**config.mk**
```make
export PLATFORM = sky130hd
export DESIGN_NAME = filter_ctrl_fsm_flat
export DESIGN_NICKNAME = d
export VERILOG_FILES = /design/src/rtl/filter_pkg.sv /design/src/rtl/filter_ctrl_fsm_if.sv /design/src/rtl/pwm_ramp.sv /design/src/rtl/filter_ctrl_fsm.sv /design/src/flat_wrapper.sv
export SDC_FILE = /design/constraint.sdc
export NUM_CORES = 1
export LEC_CHECK = 0
export CORE_ASPECT_RATIO = 0.75
export CORE_MARGIN = 3
export CORE_UTILIZATION = 60
export CTS_BUF_LIST = sky130_fd_sc_hd__clkbuf_8
export DETAILED_ROUTE_END_ITERATION = 7
export PLACE_DENSITY_LB_ADDON = 0.15
export SYNTH_ARGS = -nofsm -noshare
export SYNTH_HDL_FRONTEND = slang
export SYNTH_SLANG_ARGS = --single-unit
export TNS_END_PERCENT = 50
```
**constraint.sdc**
```tcl
create_clock -name clk -period 5 [get_ports clk]
set_input_delay 1 -clock clk [delete_from_list [all_inputs] [get_ports clk]]
set_output_delay 1 -clock clk [all_outputs]
set_load 0.02 [all_outputs]
```
**src/rtl/filter_pkg.sv**
```systemverilog
// Shared types and defaults for the filtration controller.
// The soft-start ramp is enabled by defining FILTER_CTRL_RAMP_EN.
package filter_pkg;

    localparam int unsigned STATUS_W_DEF = 4;
    localparam int unsigned PWM_W_DEF    = 8;
    localparam int unsigned PWM_MAX_DEF  = 230;
    localparam int unsigned PWM_MIN_DEF  = 77;

    typedef logic [PWM_W_DEF-1:0] duty_t;

    typedef enum logic [2:0] {
        ST_IDLE         = 3'd0,
        ST_FILLING      = 3'd1,
        ST_DRAINING_MIN = 3'd2,
        ST_DRAINING_MAX = 3'd3,
        ST_STOPPING     = 3'd4,
        ST_FAULT        = 3'd5
    } state_t;

    typedef enum logic [1:0] {
        FC_NONE  = 2'd0,
        FC_FILL  = 2'd1,
        FC_DRAIN = 2'd2,
        FC_STOP  = 2'd3
    } fault_code_t;

    // Largest of three cycle counts; sizes the shared dwell timer.
    function automatic int unsigned max3(input int unsigned a, input int unsigned b,
                                         input int unsigned c);
        int unsigned m;
        m = (a > b) ? a : b;
        return (m > c) ? m : c;
    endfunction

endpackage

```
**src/rtl/filter_ctrl_fsm_if.sv**
```systemverilog
// Sensor/status inputs and pump/status outputs of the filtration controller.
interface filter_ctrl_fsm_if #(
    parameter int unsigned STATUS_W = 4,
    parameter int unsigned PWM_W    = 8
);
    logic [STATUS_W-1:0] status_data;
    logic                level_a_full;
    logic                level_b_empty;
    logic                fault_clr;
    logic [PWM_W-1:0]    pwm_duty_a;
    logic [PWM_W-1:0]    pwm_duty_b;
    logic                is_critical;
    logic [2:0]          state_o;
    logic                fault;
    logic [1:0]          fault_code;

    modport master (
        output status_data, level_a_full, level_b_empty, fault_clr,
        input  pwm_duty_a, pwm_duty_b, is_critical, state_o, fault, fault_code
    );

    modport slave (
        input  status_data, level_a_full, level_b_empty, fault_clr,
        output pwm_duty_a, pwm_duty_b, is_critical, state_o, fault, fault_code
    );
endinterface

```
**src/rtl/pwm_ramp.sv**
```systemverilog
// Registered pump duty; with FILTER_CTRL_RAMP_EN it slews toward the target,
// otherwise it loads the target directly.
module pwm_ramp #(
    parameter int unsigned PWM_W = 8
`ifdef FILTER_CTRL_RAMP_EN
  , parameter int unsigned RAMP_STEP = 8,
    parameter int unsigned RAMP_DIV  = 50_000
`endif
) (
    input  logic             clk,
    input  logic             reset,
    input  logic [PWM_W-1:0] target,
    input  logic             force_zero,
    output logic [PWM_W-1:0] duty
);

`ifdef FILTER_CTRL_RAMP_EN
    localparam int unsigned DIV_W = (RAMP_DIV > 1) ? $clog2(RAMP_DIV) : 1;

    logic [DIV_W-1:0] div_cnt;
    logic             tick;
    logic [PWM_W:0]   up_sum;
    logic [PWM_W:0]   target_x;
    logic [PWM_W:0]   duty_x;

    assign tick     = (div_cnt == DIV_W'(RAMP_DIV - 1));
    assign target_x = {1'b0, target};
    assign duty_x   = {1'b0, duty};
    assign up_sum   = duty_x + (PWM_W+1)'(RAMP_STEP);

    // Free-running tick divider; each tick moves duty one step, clamped at target.
    always_ff @(posedge clk) begin
        if (reset) begin
            div_cnt <= '0;
            duty    <= '0;
        end else begin
            div_cnt <= tick ? '0 : div_cnt + DIV_W'(1);
            if (force_zero || (target == '0)) begin
                duty <= '0;
            end else if (tick) begin
                if (duty < target) begin
                    duty <= (up_sum >= target_x) ? target : PWM_W'(up_sum);
                end else if (duty > target) begin
                    duty <= ((duty_x - target_x) <= (PWM_W+1)'(RAMP_STEP))
                            ? target : duty - PWM_W'(RAMP_STEP);
                end
            end
        end
    end
`else
    always_ff @(posedge clk) begin
        if (reset) begin
            duty <= '0;
        end else begin
            duty <= force_zero ? '0 : target;
        end
    end
`endif

endmodule

```
**src/rtl/filter_ctrl_fsm.sv**
```systemverilog
// Fill/drain pump controller with criticality threshold, dwell watchdogs and
// latched FAULT. Optional soft-start ramp via FILTER_CTRL_RAMP_EN.
module filter_ctrl_fsm
    import filter_pkg::*;
#(
    parameter int unsigned STATUS_W             = STATUS_W_DEF,
    parameter int unsigned PWM_W                = PWM_W_DEF,
    parameter int unsigned PWM_MAX              = PWM_MAX_DEF,
    parameter int unsigned PWM_MIN              = PWM_MIN_DEF,
    parameter int unsigned CRIT_THRESHOLD       = 1,
    parameter int unsigned DRAIN_MIN_CYCLES     = 250_000_000,
    parameter int unsigned FILL_TIMEOUT_CYCLES  = 1_500_000_000,
    parameter int unsigned DRAIN_TIMEOUT_CYCLES = 1_500_000_000
`ifdef FILTER_CTRL_RAMP_EN
  , parameter int unsigned RAMP_STEP            = 8,
    parameter int unsigned RAMP_DIV             = 50_000
`endif
) (
    input logic               clk,
    input logic               reset,
    filter_ctrl_fsm_if.slave  bus
);

    localparam int unsigned TIMER_W =
        $clog2(max3(DRAIN_MIN_CYCLES, FILL_TIMEOUT_CYCLES, DRAIN_TIMEOUT_CYCLES)) + 1;

    state_t             state, next_state;
    fault_code_t        fault_code_q, next_code;
    logic               fault_q;
    logic [TIMER_W-1:0] timer;
    logic [PWM_W-1:0]   target_a, target_b, b_drive;
    logic               crit, force_zero;

    assign crit       = (bus.status_data >= STATUS_W'(CRIT_THRESHOLD));
    assign b_drive    = bus.level_b_empty ? '0 : PWM_W'(PWM_MAX);
    assign force_zero = (next_state == ST_FAULT);

    // State, dwell timer and fault latch.
    always_ff @(posedge clk) begin
        if (reset) begin
            state        <= ST_IDLE;
            timer        <= '0;
            fault_code_q <= FC_NONE;
            fault_q      <= 1'b0;
        end else begin
            state        <= next_state;
            fault_code_q <= next_code;
            fault_q      <= (next_state == ST_FAULT);
            if (next_state != state) begin
                timer <= '0;
            end else if (timer != '1) begin
                timer <= timer + TIMER_W'(1);
            end
        end
    end

    // Priority-ordered transitions and per-state duty targets.
    always_comb begin
        next_state = state;
        next_code  = fault_code_q;
        target_a   = '0;
        target_b   = '0;
        case (state)
            ST_IDLE: begin
                if (crit) next_state = ST_FILLING;
            end
            ST_FILLING: begin
                target_a = PWM_W'(PWM_MAX);
                target_b = b_drive;
                if (!crit) begin
                    next_state = ST_STOPPING;
                end else if (timer >= TIMER_W'(FILL_TIMEOUT_CYCLES)) begin
                    next_state = ST_FAULT;
                    next_code  = FC_FILL;
                end else if (bus.level_a_full) begin
                    next_state = ST_DRAINING_MIN;
                end
            end
            ST_DRAINING_MIN: begin
                target_b = PWM_W'(PWM_MIN);
                if (!crit)                                        next_state = ST_STOPPING;
                else if (bus.level_b_empty)                       next_state = ST_FILLING;
                else if (timer >= TIMER_W'(DRAIN_MIN_CYCLES))     next_state = ST_DRAINING_MAX;
            end
            ST_DRAINING_MAX: begin
                target_b = PWM_W'(PWM_MAX);
                if (!crit) begin
                    next_state = ST_STOPPING;
                end else if (bus.level_b_empty) begin
                    next_state = ST_FILLING;
                end else if (timer >= TIMER_W'(DRAIN_TIMEOUT_CYCLES)) begin
                    next_state = ST_FAULT;
                    next_code  = FC_DRAIN;
                end
            end
            ST_STOPPING: begin
                target_b = b_drive;
                if (bus.level_b_empty) begin
                    next_state = ST_IDLE;
                end else if (timer >= TIMER_W'(DRAIN_TIMEOUT_CYCLES)) begin
                    next_state = ST_FAULT;
                    next_code  = FC_STOP;
                end
            end
            ST_FAULT: begin
                if (bus.fault_clr) begin
                    next_state = ST_IDLE;
                    next_code  = FC_NONE;
                end
            end
            default: next_state = ST_IDLE;
        endcase
    end

    pwm_ramp #(
        .PWM_W     (PWM_W)
`ifdef FILTER_CTRL_RAMP_EN
      , .RAMP_STEP (RAMP_STEP),
        .RAMP_DIV  (RAMP_DIV)
`endif
    ) u_ramp_a (
        .clk        (clk),
        .reset      (reset),
        .target     (target_a),
        .force_zero (force_zero),
        .duty       (bus.pwm_duty_a)
    );

    pwm_ramp #(
        .PWM_W     (PWM_W)
`ifdef FILTER_CTRL_RAMP_EN
      , .RAMP_STEP (RAMP_STEP),
        .RAMP_DIV  (RAMP_DIV)
`endif
    ) u_ramp_b (
        .clk        (clk),
        .reset      (reset),
        .target     (target_b),
        .force_zero (force_zero),
        .duty       (bus.pwm_duty_b)
    );

    assign bus.is_critical = crit;
    assign bus.state_o     = state;
    assign bus.fault       = fault_q;
    assign bus.fault_code  = fault_code_q;

endmodule
```
**src/flat_wrapper.sv**
```systemverilog
// flat-port wrapper written by rule: the top's interface ports become plain ports
module filter_ctrl_fsm_flat import filter_pkg::*;
#(
    parameter int unsigned STATUS_W             = STATUS_W_DEF,
    parameter int unsigned PWM_W                = PWM_W_DEF,
    parameter int unsigned PWM_MAX              = PWM_MAX_DEF,
    parameter int unsigned PWM_MIN              = PWM_MIN_DEF,
    parameter int unsigned CRIT_THRESHOLD       = 1,
    parameter int unsigned DRAIN_MIN_CYCLES     = 250_000_000,
    parameter int unsigned FILL_TIMEOUT_CYCLES  = 1_500_000_000,
    parameter int unsigned DRAIN_TIMEOUT_CYCLES = 1_500_000_000

)
  (clk, reset, bus_status_data, bus_level_a_full, bus_level_b_empty, bus_fault_clr, bus_pwm_duty_a, bus_pwm_duty_b, bus_is_critical, bus_state_o, bus_fault, bus_fault_code);
  filter_ctrl_fsm_if #(.STATUS_W(STATUS_W), .PWM_W(PWM_W)) bus_i ();
  input logic clk;
  input logic reset;
  input wire logic [$bits(bus_i.status_data)-1:0] bus_status_data;
  input wire logic [$bits(bus_i.level_a_full)-1:0] bus_level_a_full;
  input wire logic [$bits(bus_i.level_b_empty)-1:0] bus_level_b_empty;
  input wire logic [$bits(bus_i.fault_clr)-1:0] bus_fault_clr;
  output wire logic [$bits(bus_i.pwm_duty_a)-1:0] bus_pwm_duty_a;
  output wire logic [$bits(bus_i.pwm_duty_b)-1:0] bus_pwm_duty_b;
  output wire logic [$bits(bus_i.is_critical)-1:0] bus_is_critical;
  output wire logic [$bits(bus_i.state_o)-1:0] bus_state_o;
  output wire logic [$bits(bus_i.fault)-1:0] bus_fault;
  output wire logic [$bits(bus_i.fault_code)-1:0] bus_fault_code;
  assign bus_i.status_data = bus_status_data;
  assign bus_i.level_a_full = bus_level_a_full;
  assign bus_i.level_b_empty = bus_level_b_empty;
  assign bus_i.fault_clr = bus_fault_clr;
  assign bus_pwm_duty_a = bus_i.pwm_duty_a;
  assign bus_pwm_duty_b = bus_i.pwm_duty_b;
  assign bus_is_critical = bus_i.is_critical;
  assign bus_state_o = bus_i.state_o;
  assign bus_fault = bus_i.fault;
  assign bus_fault_code = bus_i.fault_code;
  filter_ctrl_fsm #(.STATUS_W(STATUS_W), .PWM_W(PWM_W), .PWM_MAX(PWM_MAX), .PWM_MIN(PWM_MIN), .CRIT_THRESHOLD(CRIT_THRESHOLD), .DRAIN_MIN_CYCLES(DRAIN_MIN_CYCLES), .FILL_TIMEOUT_CYCLES(FILL_TIMEOUT_CYCLES), .DRAIN_TIMEOUT_CYCLES(DRAIN_TIMEOUT_CYCLES)) u_core (.clk(clk), .reset(reset), .bus(bus_i));
endmodule
```
==> results by stage, run 1 <==
Synthesis:
- The gate count of the mapped netlist is 330.
- The most instantiated flip-flop cell in the synthesis netlist is sky130_fd_sc_hd__dfxtp_1.
- By area the synthesized netlist is led by sky130_fd_sc_hd__dfxtp_1 (30%), sky130_fd_sc_hd__xnor2_1 (8.8%), sky130_fd_sc_hd__nor3_2 (7.1%).
- In this run, synthesis inferred 0 flip-flops with an integrated enable.
- After synthesis, the largest area contributor takes up 30.03% of total cell area.
- The number of warnings reported in the yosys synthesis log is 0.
- The share of synthesized flip-flops with an asynchronous set or reset is 0%.
- The synthesized area per cell is 8.485 µm².
- The synthesized cell area is 0.002800 mm².
- The biggest area contributor in the post-synthesis netlist is sky130_fd_sc_hd__dfxtp_1.
- The number of different library cells used by synthesis comes to 62.
- The flip-flop and latch count after synthesis is 42.
- The sequential area share after synthesis is 30.03%.

Global routing:
- The first global-routing pass estimated 10.83 mm of wire.
- The largest net degree at the start of global routing is 33.
- The total congestion overflow is 0.
- The via count of the first global-routing pass was 2188.
- For this run, the total global-route usage over all layers was measured as 23.78%.
- The initial antenna violation count is 0.

Die:
- From bottom edge to top edge, the die measures 65.16 µm.
- The region available for standard cell placement spans 0.004279 mm².
- The floorplan die width is 84.89 µm.
- Pin placement for this block handled 32 I/O pins.
- The initial standard-cell utilization of the core is 65.44%.
- The die outline area is 0.005531 mm².
- The initialized floorplan defines 20 standard-cell rows.

Power:
- In this run the power density over the cells is 222.7 mW/mm².
- The reported leakage power is 0.9145 nW.
- The proportion of total power due to net switching is 28.26%.
- The analysis attributes to net switching a power of 0.1923 mW.
- Combinational logic is responsible for 16.9% of the overall power.
- Registers are responsible for 51.5% of the overall power.
- Internal power comes to 0.4881 mW.
- The largest voltage drop on the vdd net is 0.1675 mV.
- Of the total power, the clock network draws 31.6%.

STA:
- The tightest hold path in the finished design has a slack of 525.6 ps.
- Setup repair after global routing left no endpoint under its margin.
- The highest attainable clock frequency is 270.5 MHz.
- Headroom to the max-slew limit came out at 43.76%.
- The final number of hold-violating endpoints is 0.
- The clock tree skew after final layout is 8.598 ps.
- The count of final setup violators is 0.
- The number of slew-limit violations in the final report is 0.
- The part of the cycle the worst path needs is 73.93%.
- The final critical delay including setup and external delays is 3697 ps.
- The accumulated negative setup slack is 0 ps.
- At the pin with the least slew margin, the transition time is 839.5 ps.

Drt:
- In the final routed layout, each cell accounts on average for 15.80 µm.
- The detailed-route vias per instance is 6.173.
- After the first detailed-routing iteration, the DRC count stood at 197.
- The routed layout has 2426 vias.
- The count of unresolved DRC violations after routing is 0.
- The count of nets left with antenna violations once routing finished came out at 0.
- The iteration count of the initial detailed-routing pass is 4.
- The routed wire length is 6.209 mm.

Worst setup path:
- Data on the critical path is required at its endpoint by 4000 ps.
- STA puts the critical path data arrival time at 2700 ps.
- The category of the worst setup path launch point is a primary input.
- The sort of element at the end of the critical path is a primary output.
- Of all nets on the critical path, the largest fanout is 8.
- By startpoint and endpoint, the worst setup path is classified as in2out.

CTS:
- Counting every sink on the clock net gives 42.
- The clock reaches the later pin of the worst-skew pair after 290 ps.
- In this run the post-CTS setup repair buffer count came out at 0.
- TritonCTS created 5 clock buffers.
- The clock tree synthesis step divided the H-tree into 2 levels.
- TritonCTS built the clock tree.
- Hold repair after CTS inserted 0 buffers.
- After clock tree synthesis, the clock-pin slew on the worst setup and hold paths is 80 ps.
- The number of gates given a new drive strength after cts is 0.
- The clock tree root driver cell is sky130_fd_sc_hd__clkbuf_8.
- Counting along the longest clock path gives a buffer depth of 2.

Final layout:
- The final instance count without filler cells is 393.
- The final layout net count is 350.
- From synthesis to final layout, the design area changed by 9.115%.
- The number of antenna diodes in the final layout is 0.
- The layout has 354 filler cells.
- Cells with a size suffix above 1 make up 12.72% of the layout.

Placed design:
- The placed cell count is 387.
- Buffers placed on the I/O ports in this run total 27.
- The global placement routability congestion is 0.8932.
- The HPWL after detailed placement is 4.552 mm.

Job:
- Max-cap violations in this run came to 0.

Status:
- The run finished with clean final reports.

Hold path:
- The path class of the tightest hold or removal check is reg2reg.
[final timing paths]
path,start,end,slack [ps],cells past startpoint
worst max-delay path,bus_status_data[3],bus_is_critical,1300,4
worst min-delay path,u_core.bus.fault_code[0]$_SDFFE_PP0P_,u_core.bus.fault_code[0]$_SDFFE_PP0P_,530,2
worst max register to register,u_core.bus.state_o[1]$_SDFF_PP0_,u_core.timer[27]$_SDFFE_PP0P_,2000,7
worst min register to register,u_core.bus.fault_code[0]$_SDFFE_PP0P_,u_core.bus.fault_code[0]$_SDFFE_PP0P_,530,2
[layout make-up]
class                   instances  area, µm²  share of cell area [%]
repair buffers                 30      292.8                   9.582
flip-flops and latches         42      840.8                   27.52
clock buffers                   6      82.58                   2.703
well taps                      55      68.82                   2.252
inverters                      10      37.54                   1.229
multi-input cells             250       1733                   56.72
[sequential cells by signal (all words and copies together), names as in the netlist]
register	count
u_core.bus.state_o	3
u_core.timer	32
u_core.u_ramp_a.duty	1
u_core.bus.fault_code	2
u_core.bus.fault	1
u_core.u_ramp_b.duty	3
[placed cells by master, fill, tap and decap left out, types with 3 or more instances in the layout]
master                            Yosys  routed
sky130_fd_sc_hd__nor2b_1              3       3
sky130_fd_sc_hd__buf_4               14       3
sky130_fd_sc_hd__a21oi_1             10      10
sky130_fd_sc_hd__nand2_1             22      22
sky130_fd_sc_hd__dfxtp_1             42      42
sky130_fd_sc_hd__nor4_1               8       8
sky130_fd_sc_hd__nor4b_1              4       4
sky130_fd_sc_hd__nor3b_1              4       4
sky130_fd_sc_hd__clkdlybuf4s50_1      0      27
sky130_fd_sc_hd__and2_1               3       3
sky130_fd_sc_hd__nand3_1             13      13
sky130_fd_sc_hd__nor3_2              20      20
sky130_fd_sc_hd__nor3_1              34      34
sky130_fd_sc_hd__clkbuf_8             0       6
sky130_fd_sc_hd__nand2b_1             3       3
sky130_fd_sc_hd__o21ai_0              8       8
sky130_fd_sc_hd__nor2_1              23      23
sky130_fd_sc_hd__xnor2_1             28      28
sky130_fd_sc_hd__o211ai_1             3       3
sky130_fd_sc_hd__conb_1               1       4
sky130_fd_sc_hd__inv_1               10      10
sky130_fd_sc_hd__and3_1               6       6
sky130_fd_sc_hd__or3_1                4       4
[synth_stat cells (all sizes together), types with 4 or more instances]
| cell type | count |
|---|---|
| inv | 10 |
| nor2 | 23 |
| nand3 | 13 |
| o211ai | 4 |
| nor3 | 54 |
| nor4 | 10 |
| buf | 25 |
| nor4b | 4 |
| nor3b | 4 |
| nand2 | 22 |
| dfxtp | 42 |
| o21ai | 8 |
| xnor2 | 28 |
| a21oi | 10 |
| and3 | 6 |
| clkbuf | 6 |
| or3 | 4 |
[routing by layer]
layer / vias to the layer above / wire length (µm) / GRT usage [%]
met5: - / 0 / 0
met4: 0 / 77 / 6.324
met3: 9 / 514 / 4.261
met2: 116 / 2490 / 32.71
met1: 1101 / 3126 / 37.44
li1: 1200 / - / -
[power groups by stage]
stage / clock network (mW) / logic, mW / registers [mW]
detailed placement: 0 / 0.114 / 0.358
global placement: 0 / 0.113 / 0.357
CTS: 0.222 / 0.114 / 0.350
finish: 0.215 / 0.115 / 0.350
floorplan: 0 / 0.0921 / 0.357
global route: 0.237 / 0.124 / 0.352
[kinds of logic (layout without fill, tap and decap cells)]
kind of cell             count (synthesis)  after routing  synth area share, %
AO/OA/AOI/OAI                           49             49                14.43
XOR/XNOR                                29             29                9.071
adder cells (fa/ha/maj)                  2              2               0.8935
buffers and inverters                   41             46                8.489
flip-flops                              42             42                30.03
multiplexers                             2              2               0.7150
other                                    1              4               0.1339
AND/OR/NAND/NOR                        164            164                36.24
[per-stage QoR]
| stage | utilization [%] | cell area, µm² | power, mW | setup WS [ps] |
|---|---|---|---|---|
| after global routing | 71.40 | 3055 | 0.7116 | 1190 |
| after detailed placement | 69.47 | 2973 | 0.4721 | 1311 |
| after global placement | 69.47 | 2973 | 0.4705 | 1339 |
| after floorplan | - | 2811 | 0.4487 | 2263 |
| after CTS | 71.40 | 3055 | 0.6862 | 1309 |
| final | 71.40 | 3055 | 0.6805 | 1303 |
[worst max-delay path, stage by stage]
cell                              delay (ps)
sky130_fd_sc_hd__clkdlybuf4s50_1         440
sky130_fd_sc_hd__nor4_4                  490
sky130_fd_sc_hd__inv_1                   180
sky130_fd_sc_hd__clkdlybuf4s50_1         580
(Power assumes the default switching activity.)
==> run 2: changes to the inputs <==
--- a/config.mk
+++ b/config.mk
@@ -7,7 +7,7 @@
 export LEC_CHECK = 0
 export CORE_ASPECT_RATIO = 0.75
 export CORE_MARGIN = 3
-export CORE_UTILIZATION = 60
+export CORE_UTILIZATION = 53
 export CTS_BUF_LIST = sky130_fd_sc_hd__clkbuf_8
 export DETAILED_ROUTE_END_ITERATION = 7
 export PLACE_DENSITY_LB_ADDON = 0.15
==> constraint.sdc (replaced) <==
create_clock -name clk -period 3.2 [get_ports clk]
set_input_delay 0.64 -clock clk [delete_from_list [all_inputs] [get_ports clk]]
set_output_delay 0.64 -clock clk [all_outputs]
set_load 0.02 [all_outputs]
==> run 2 against run 1 <==
Combinational power up 68%. Highest routed layer unchanged. Count of clock-buffer cells in the layout decreased by 1. Clock skew down 5.3 ps. Largest cell class unchanged. Clock power is 50% higher. Global-route usage decreased by 3.0 points. Via count rose by 0.25%.
==> results by stage, run 2 (synthesized netlist as in run 1, its figures left out) <==
Worst setup path:
- The critical setup path kind is in2out.
- The launch instance of the worst register-to-register path is u_core.bus.state_o[1]$_SDFF_PP0_.
- The maximum fanout along the worst path was 5 (-3).
- The depth of the worst register-to-register path is 7 (unchanged).
- The signal arrival time at the worst endpoint came to 2120 ps (-580 ps).
- The maximum single-stage delay on the critical path is 570 ps (about the same).
- The family with the most delay on the worst path is buffers and inverters.
- The slack of the worst reg-to-reg path was 670 ps (-1330 ps).
- The worst flop-to-flop path endpoint is u_core.timer[2]$_SDFFE_PP0P_.
- The worst setup path is captured at a primary output.
- STA classifies the critical path startpoint as a primary input.
- The required time of the worst setup path came to 2560 ps (-1440 ps).
- The combined buffer and inverter count along the critical path was 3 (unchanged).
- In this design, the critical path's most frequently occurring cell is sky130_fd_sc_hd__clkdlybuf4s50_1.
- The slowest stage of the critical path is the sky130_fd_sc_hd__clkdlybuf4s50_1 cell.
- The signal on the critical path passes through clkdlybuf4s50_1 > nor4_4 > inv_1 > clkdlybuf4s50_1.

CTS:
- The clock input transition at the sequential cells of the worst setup and hold paths is 70 ps (about the same).
- Clock tree synthesis selected as its root buffer the cell sky130_fd_sc_hd__clkbuf_8.
- The total clock sinks came to 42 (unchanged).
- The number of buffers added for setup after CTS was 0 (unchanged).
- The number of gates given a new drive strength after cts came to 0 (unchanged).
- The source-to-sink clock delay at the later pin of the worst-skew pair is 290 ps (about the same).
- The clock tree buffer depth is 2 (unchanged).
- The number of buffers created by CTS is 5 (unchanged).
- The TritonCTS clock tree is built.
- The total of hold buffers inserted after clock tree synthesis is 0 (unchanged).
- The CTS H-tree depth is 2 (unchanged).

Global routing:
- The total congestion overflow came to 0 (unchanged).
- The initial antenna violation count is 0 (unchanged).
- The global routing usage summed across all routing layers is 20.80% (-3.0 points).
- The via count of the first global-routing pass is 2097 (-4.2%).
- The largest net degree at the start of global routing is 33 (unchanged).
- The wire length of the first global-routing pass was 10.48 mm (-3.2%).

Final layout:
- The leading cell type in the layout, fill and taps excluded is sky130_fd_sc_hd__dfxtp_1.
- Ranked by flip-flop count, first place goes to u_core.timer.
- The final instance count without filler cells was 414 (+5.3%).
- The final layout net count was 353 (+0.86%).
- The flip-flop count of the largest register after layout is 32 (unchanged).
- The number of antenna repair diodes is 0 (unchanged).
- The combined area of the multi-input logic cells is 0.001733 mm² (unchanged).
- The count of filler cells inserted in the layout is 449 (+27%).
- The top cell types in the final layout, fill and taps aside, are sky130_fd_sc_hd__dfxtp_1 (42), sky130_fd_sc_hd__nor3_1 (34), sky130_fd_sc_hd__xnor2_1 (28).
- The share of cells above drive strength 1 came to 13.45% (+0.73 points).
- The register area is 840.8 µm² (unchanged).
- Relative to the synthesized area, the layout overhead comes to 11.48%.

Power:
- The internal power is 0.7535 mW (+54%).
- The power after layout was 1.064 mW (+56%).
- The share of power burned in combinational logic was 18.2% (+1.3 points).
- The power density relative to cell area was 340.8 mW/mm² (+53%).
- The reported leakage power came to 0.9377 nW (+2.5%).
- The relative contribution of sequential cells to total power is 51.4% (about the same).
- The largest voltage drop on the vdd net is 0.1727 mV (+3.1%).
- The proportion of total power due to net switching is 29.17% (+0.90 points).
- The fraction of power consumed by the clock network is 30.4% (-1.2 points).
- The reported net switching power came to 0.3103 mW (+61%).

STA:
- The clock tree skew after final layout is 3.313 ps (-5.284 ps).
- The final worst-path setup slack was 435.6 ps (-867.6 ps).
- The worst path in the final design needs a cycle of 2764 ps, including I/O delays and setup.
- The relative slew slack was 51.18% (+7.4 points).
- The part of the cycle the worst path needs is 86.39%.
- The count of final setup violators is 0 (unchanged).
- The slew of the pin with the lowest slew margin came to 729.1 ps (-110.4 ps).
- Setup repair after global routing left no endpoint under its margin.
- The accumulated negative setup slack is 0 ps (unchanged).
- The number of slew-limit violations in the final report is 0 (unchanged).
- The final number of hold-violating endpoints is 0 (unchanged).
- The tightest hold margin came to 522.8 ps (-2.793 ps).
- The highest attainable clock frequency is 361.7 MHz.

Die:
- The initial standard-cell utilization of the core came to 56.20% (-9.2 points).
- The placement row count is 22 (+10%).
- The die outline area is 0.006201 mm² (+12%).
- The number of top-level pins is 32 (unchanged).
- The core footprint was 0.004982 mm² (+16%).
- The floorplan die width came to 89.93 µm (+5.9%).
- The height of the die is 68.95 µm (+5.8%).

Hold path:
- The cell count of the worst hold path is 2 (unchanged).
- For hold timing, the worst endpoint is u_core.bus.fault_code[0]$_SDFFE_PP0P_.
- The launch instance of the worst min-delay path is u_core.bus.fault_code[0]$_SDFFE_PP0P_.
- In this run the worst hold path is classified as reg2reg.

Placed design:
- The port buffer count is 27 (unchanged).
- The placed cell count is 407 (+5.2%).
- The HPWL after detailed placement is 4.577 mm (+0.55%).
- The global placement routability congestion is 0.8597 (-3.8%).
- The setup slack at placement was 315.3 ps (-995.2 ps).

Drt:
- The iteration count of the initial detailed-routing pass is 5 (+1).
- The detailed-route vias per instance is 5.874 (-4.8%).
- The routed wire length came to 6.332 mm (+2.0%).
- The initial DRC count is 249 (+26%).
- The routed length per placed instance is 15.29 µm (-3.2%).
- The count of unresolved DRC violations after routing is 0 (unchanged).
- The via count came to 2432 (+0.25%).
- The post-route antenna net violation count is 0 (unchanged).

Status:
- The flow ran to the end, and the final reports show no timing, DRC or antenna violations.

Job:
- The total of max-cap violations is 0 (unchanged).
-- run 2: layout make-up --
cell class | instances | area share (%)
Clock buffer | 5 | 2.204
Clock inverter | 2 | 0.3607
Inverter | 10 | 1.202
Multi-Input combinational cell | 250 | 55.51
Sequential cell | 42 | 26.93
Tap cell | 72 | 2.886
Timing Repair Buffer | 33 | 10.90
-- run 2: power groups by stage --
stage	Clock, mW	Combinational [mW]	Sequential (mW)
after global routing	0.356	0.210	0.549
final	0.323	0.193	0.547
after detailed placement	0	0.193	0.559
after global placement	0	0.192	0.559
after floorplan	0	0.144	0.557
after CTS	0.333	0.194	0.547
-- run 2: how the worst max path moves through the flow --
stage / start / end / slack (ps) / depth (start not counted)
global placement: bus_status_data[2] / u_core.timer[2]$_SDFFE_PP0P_ / 340 / 9
detailed placement: bus_status_data[3] / u_core.timer[2]$_SDFFE_PP0P_ / 320 / 9
finish: bus_status_data[3] / bus_is_critical / 440 / 4
global route: bus_status_data[3] / bus_is_critical / 340 / 4
CTS: bus_status_data[3] / bus_is_critical / 430 / 4
floorplan: bus_status_data[3] / u_core.timer[17]$_SDFFE_PP0P_ / 820 / 8
-- run 2: through the flow --
| step | area [µm²] | utilization, % |
|---|---|---|
| after floorplan | 2811 | - |
| after global placement | 3042 | 61.05 |
| after detailed placement | 3042 | 61.05 |
| after CTS | 3122 | 62.66 |
| after global routing | 3122 | 62.66 |
| final | 3122 | 62.66 |
-- run 2: worst register-to-register path: cells and delay by family, from the launching register on --
| kind | cells | cell delay (ps) |
|---|---|---|
| simple gates | 3 | 710 |
| compound gates | 3 | 860 |
| flops | 1 | 680 |
| buf+inv | 1 | 210 |
-- run 2: per-layer routing --
layer  wire [µm]  global-route usage (%)  vias up
met2        2481                   29.03       97
li1            -                       -     1205
met4          27                   4.389        0
met1        3367                   32.35     1128
met3         456                   4.230        2
met5           0                       0        -
==> run 3: changes to the inputs <==
==> constraint.sdc (replaced) <==
create_clock -name clk -period 2.2 [get_ports clk]
set_input_delay 0.44 -clock clk [delete_from_list [all_inputs] [get_ports clk]]
set_output_delay 0.44 -clock clk [all_outputs]
set_load 0.02 [all_outputs]
==> run 3 against run 2 <==
Highest routed layer unchanged. Flip-flop and latch count unchanged. Sequential power increased by 44%. The run now ends with negative setup slack left. Final cell count increased by 13%. Register-to-register slack got worse by 680 ps. Worst hold slack improved by 15 ps. Die area unchanged. Non-clock buffer count increased by 52. Utilization increased by 12 points.
==> results by stage, run 3 (synthesized netlist as in run 1, its figures left out) <==
Status:
- The flow ran to the end, but the final reports show violations.
- The final reports fail on negative setup slack.

Global routing:
- The via count of the first global-routing pass came to 2396 (+14%).
- The largest net degree at the start of global routing is 33 (unchanged).
- The initial antenna violation count is 0 (unchanged).
- The wire length of the first global-routing pass is 12.14 mm (+16%).
- The total congestion overflow came to 0 (unchanged).
- The global routing usage summed across all routing layers is 24.39% (+3.6 points).

Worst setup path:
- The signal arrival time at the worst endpoint is 2410 ps (+290 ps).
- The maximum single-stage delay on the critical path is 580 ps (about the same).
- STA classifies the critical path startpoint as a register.
- The signal on the critical path passes through or4_4 > a2111oi_4 > o32ai_2 > a31oi_4 > o211ai_4 > clkbuf_16 > nor4_2.
- The maximum fanout along the worst path is 8 (+3).
- The critical-path cell with the highest stage delay is sky130_fd_sc_hd__or4_4.
- The critical path is of the reg2reg type.
- STA classifies the critical path endpoint as a register.
- The required time of the worst setup path is 2410 ps (-150 ps).

Die:
- The height of the die came to 68.95 µm (unchanged).
- The floorplan die width is 89.93 µm (unchanged).
- The die outline area is 0.006201 mm² (unchanged).
- The number of top-level pins is 32 (unchanged).
- The placement row count is 22 (unchanged).
- The core footprint is 0.004982 mm² (unchanged).
- The initial standard-cell utilization of the core is 56.20% (unchanged).

CTS:
- The clock input transition at the sequential cells of the worst setup and hold paths is 80 ps (about the same).
- The clock tree buffer depth came to 2 (unchanged).
- The CTS H-tree depth is 2 (unchanged).
- The clock tree root driver cell is sky130_fd_sc_hd__clkbuf_8.
- The total of hold buffers inserted after clock tree synthesis is 0 (unchanged).
- The source-to-sink clock delay at the later pin of the worst-skew pair is 290 ps (about the same).
- The total clock sinks is 42 (unchanged).
- The TritonCTS clock tree is built.
- The number of buffers created by CTS is 5 (unchanged).

Drt:
- The via count is 2831 (+16%).
- The post-route antenna net violation count is 0 (unchanged).
- The detailed-route vias per instance was 6.062 (+3.2%).
- The routed length per placed instance was 17.17 µm (+12%).
- The routed wire length was 8.019 mm (+27%).
- The count of unresolved DRC violations after routing is 0 (unchanged).
- The initial DRC count is 302 (+21%).
- The iteration count of the initial detailed-routing pass was 5 (unchanged).

STA:
- The count of final setup violators was 1 (+1).
- The slew of the pin with the lowest slew margin came to 586.4 ps (-142.8 ps).
- The relative slew slack was 60.65% (+9.5 points).
- Dividing the final minimum period by the clock period gives 100.3%.
- The clock tree skew after final layout is 4.859 ps (+1.545 ps).
- The final number of hold-violating endpoints was 0 (unchanged).
- Setup repair after global routing could not meet its margin everywhere.
- The tightest hold margin came to 538.2 ps (+15.43 ps).
- The final worst-path setup slack is -5.807 ps (-441.4 ps).
- The number of slew-limit violations in the final report is 0 (unchanged).
- Based on the critical path, the design can be clocked at up to 453.3 MHz.
- The smallest clock period supported by the final layout is computed as 2206 ps.

Power:
- The reported leakage power is 1.252 nW (+34%).
- The power after layout was 1.773 mW (+67%).
- The power density relative to cell area is 476.8 mW/mm² (+40%).
- The largest voltage drop on the vdd net is 0.3219 mV (+86%).

Job:
- The total of max-cap violations was 0 (unchanged).

Final layout:
- The number of antenna repair diodes is 0 (unchanged).
- Leaving out fill and tap cells, the most frequent cell in the layout is sky130_fd_sc_hd__buf_4.
- The final layout net count is 405 (+15%).
- The post-route standard cell area excluding fillers is 0.003719 mm² (+19%).
- From synthesis to final layout, the design area changed by 32.80%.
- The share of cells above drive strength 1 came to 30.89% (+17 points).
- The flip-flop count of the largest register after layout is 32 (unchanged).
- The count of filler cells inserted in the layout is 348 (-22%).
- u_core.timer holds more flip-flops than any other register.
- Leaving out fill and tap cells, the most frequent cells in the layout are sky130_fd_sc_hd__buf_4 (49), sky130_fd_sc_hd__dfxtp_1 (36), sky130_fd_sc_hd__xnor2_1 (28), sky130_fd_sc_hd__nor3_2 (28), sky130_fd_sc_hd__nor3_1 (26).

Hold path:
- The worst min-delay path category is reg2reg.

Placed design:
- The HPWL after detailed placement is 5.225 mm (+14%).
- The global placement routability congestion was 0.9024 (+5.0%).
- The port buffer count is 27 (unchanged).
- The total placed instance area was 0.003364 mm² (+11%).
## run 3: cell count changes in the layout (fill, tap and decap cells not counted), moves of 4 or more
cell / previous run / this run
sky130_fd_sc_hd__a21oi_1: 10 / 6
sky130_fd_sc_hd__a21oi_2: 0 / 4
sky130_fd_sc_hd__buf_4: 4 / 49
sky130_fd_sc_hd__buf_6: 0 / 5
sky130_fd_sc_hd__clkdlybuf4s50_1: 27 / 22
sky130_fd_sc_hd__dfxtp_1: 42 / 36
sky130_fd_sc_hd__dfxtp_2: 0 / 5
sky130_fd_sc_hd__dlygate4sd2_1: 0 / 5
sky130_fd_sc_hd__nor3_1: 34 / 26
sky130_fd_sc_hd__nor3_2: 20 / 28
## run 3: final timing paths
kind	start	end	slack, ps	cells after the start
worst max-delay path	u_core.timer[29]$_SDFFE_PP0P_	u_core.timer[2]$_SDFFE_PP0P_	-6	7
worst min register to register	u_core.bus.fault_code[0]$_SDFFE_PP0P_	u_core.bus.fault_code[0]$_SDFFE_PP0P_	540	2
worst max register to register	u_core.timer[29]$_SDFFE_PP0P_	u_core.timer[2]$_SDFFE_PP0P_	-6	7
worst min-delay path	u_core.bus.fault_code[0]$_SDFFE_PP0P_	u_core.bus.fault_code[0]$_SDFFE_PP0P_	540	2
## run 3: cell type report
cell class	instances	area (µm²)	share of cell area [%]
clock buffers	5	68.82	1.851
clock inverters	3	37.54	1.009
inverters	10	37.54	1.009
multi-input cells	250	1856	49.90
flip-flops and latches	42	850.8	22.88
well taps	72	90.09	2.423
repair buffers	85	778.2	20.93
## run 3: metrics by stage
stage / TNS (ps) / instances / setup WS (ps) / utilization, %
global route: -2059 / 467 / -75.39 / 74.64
CTS: -1548 / 465 / -71.48 / 72.83
finish: -5.807 / 467 / -5.807 / 74.64
detailed placement: -13700 / 450 / -441.8 / 67.53
floorplan: 0 / 333 / 22.81 / -
global placement: -11970 / 450 / -349.9 / 67.53
## run 3: timing repair
action                     in CTS  in global routing
buffers inserted                5                  3
setup endpoints to repair      33                 39
cloned                          2                  2
pin swaps                       7                 14
hold endpoints to repair        0                  0
resized for setup              18                 30
## run 3: routing by layer
layer / GRT usage, % / up-vias / share of wire [%]
met3: 3.796 / 24 / 11
met4: 5.725 / 0 / 1.8
met2: 36.89 / 168 / 41
met5: 0 / - / 0
li1: - / 1312 / -
met1: 36.42 / 1327 / 46
## run 3: where the power goes
group	switching [mW]	internal, mW	leakage (nW)	total (mW)
clock	0.265	0.331	0.0607	0.596
combinational	0.217	0.170	0.849	0.387
sequential	0.0192	0.771	0.343	0.790
total	0.502	1.27	1.25	1.77
## run 3: critical path, delay by kind of cell (launching register included)
family	cells	cell delay [ps]
AO/OA/AOI/OAI	4	720
buffers and inverters	1	200
AND/OR/NAND/NOR	2	840
flip-flops	1	360
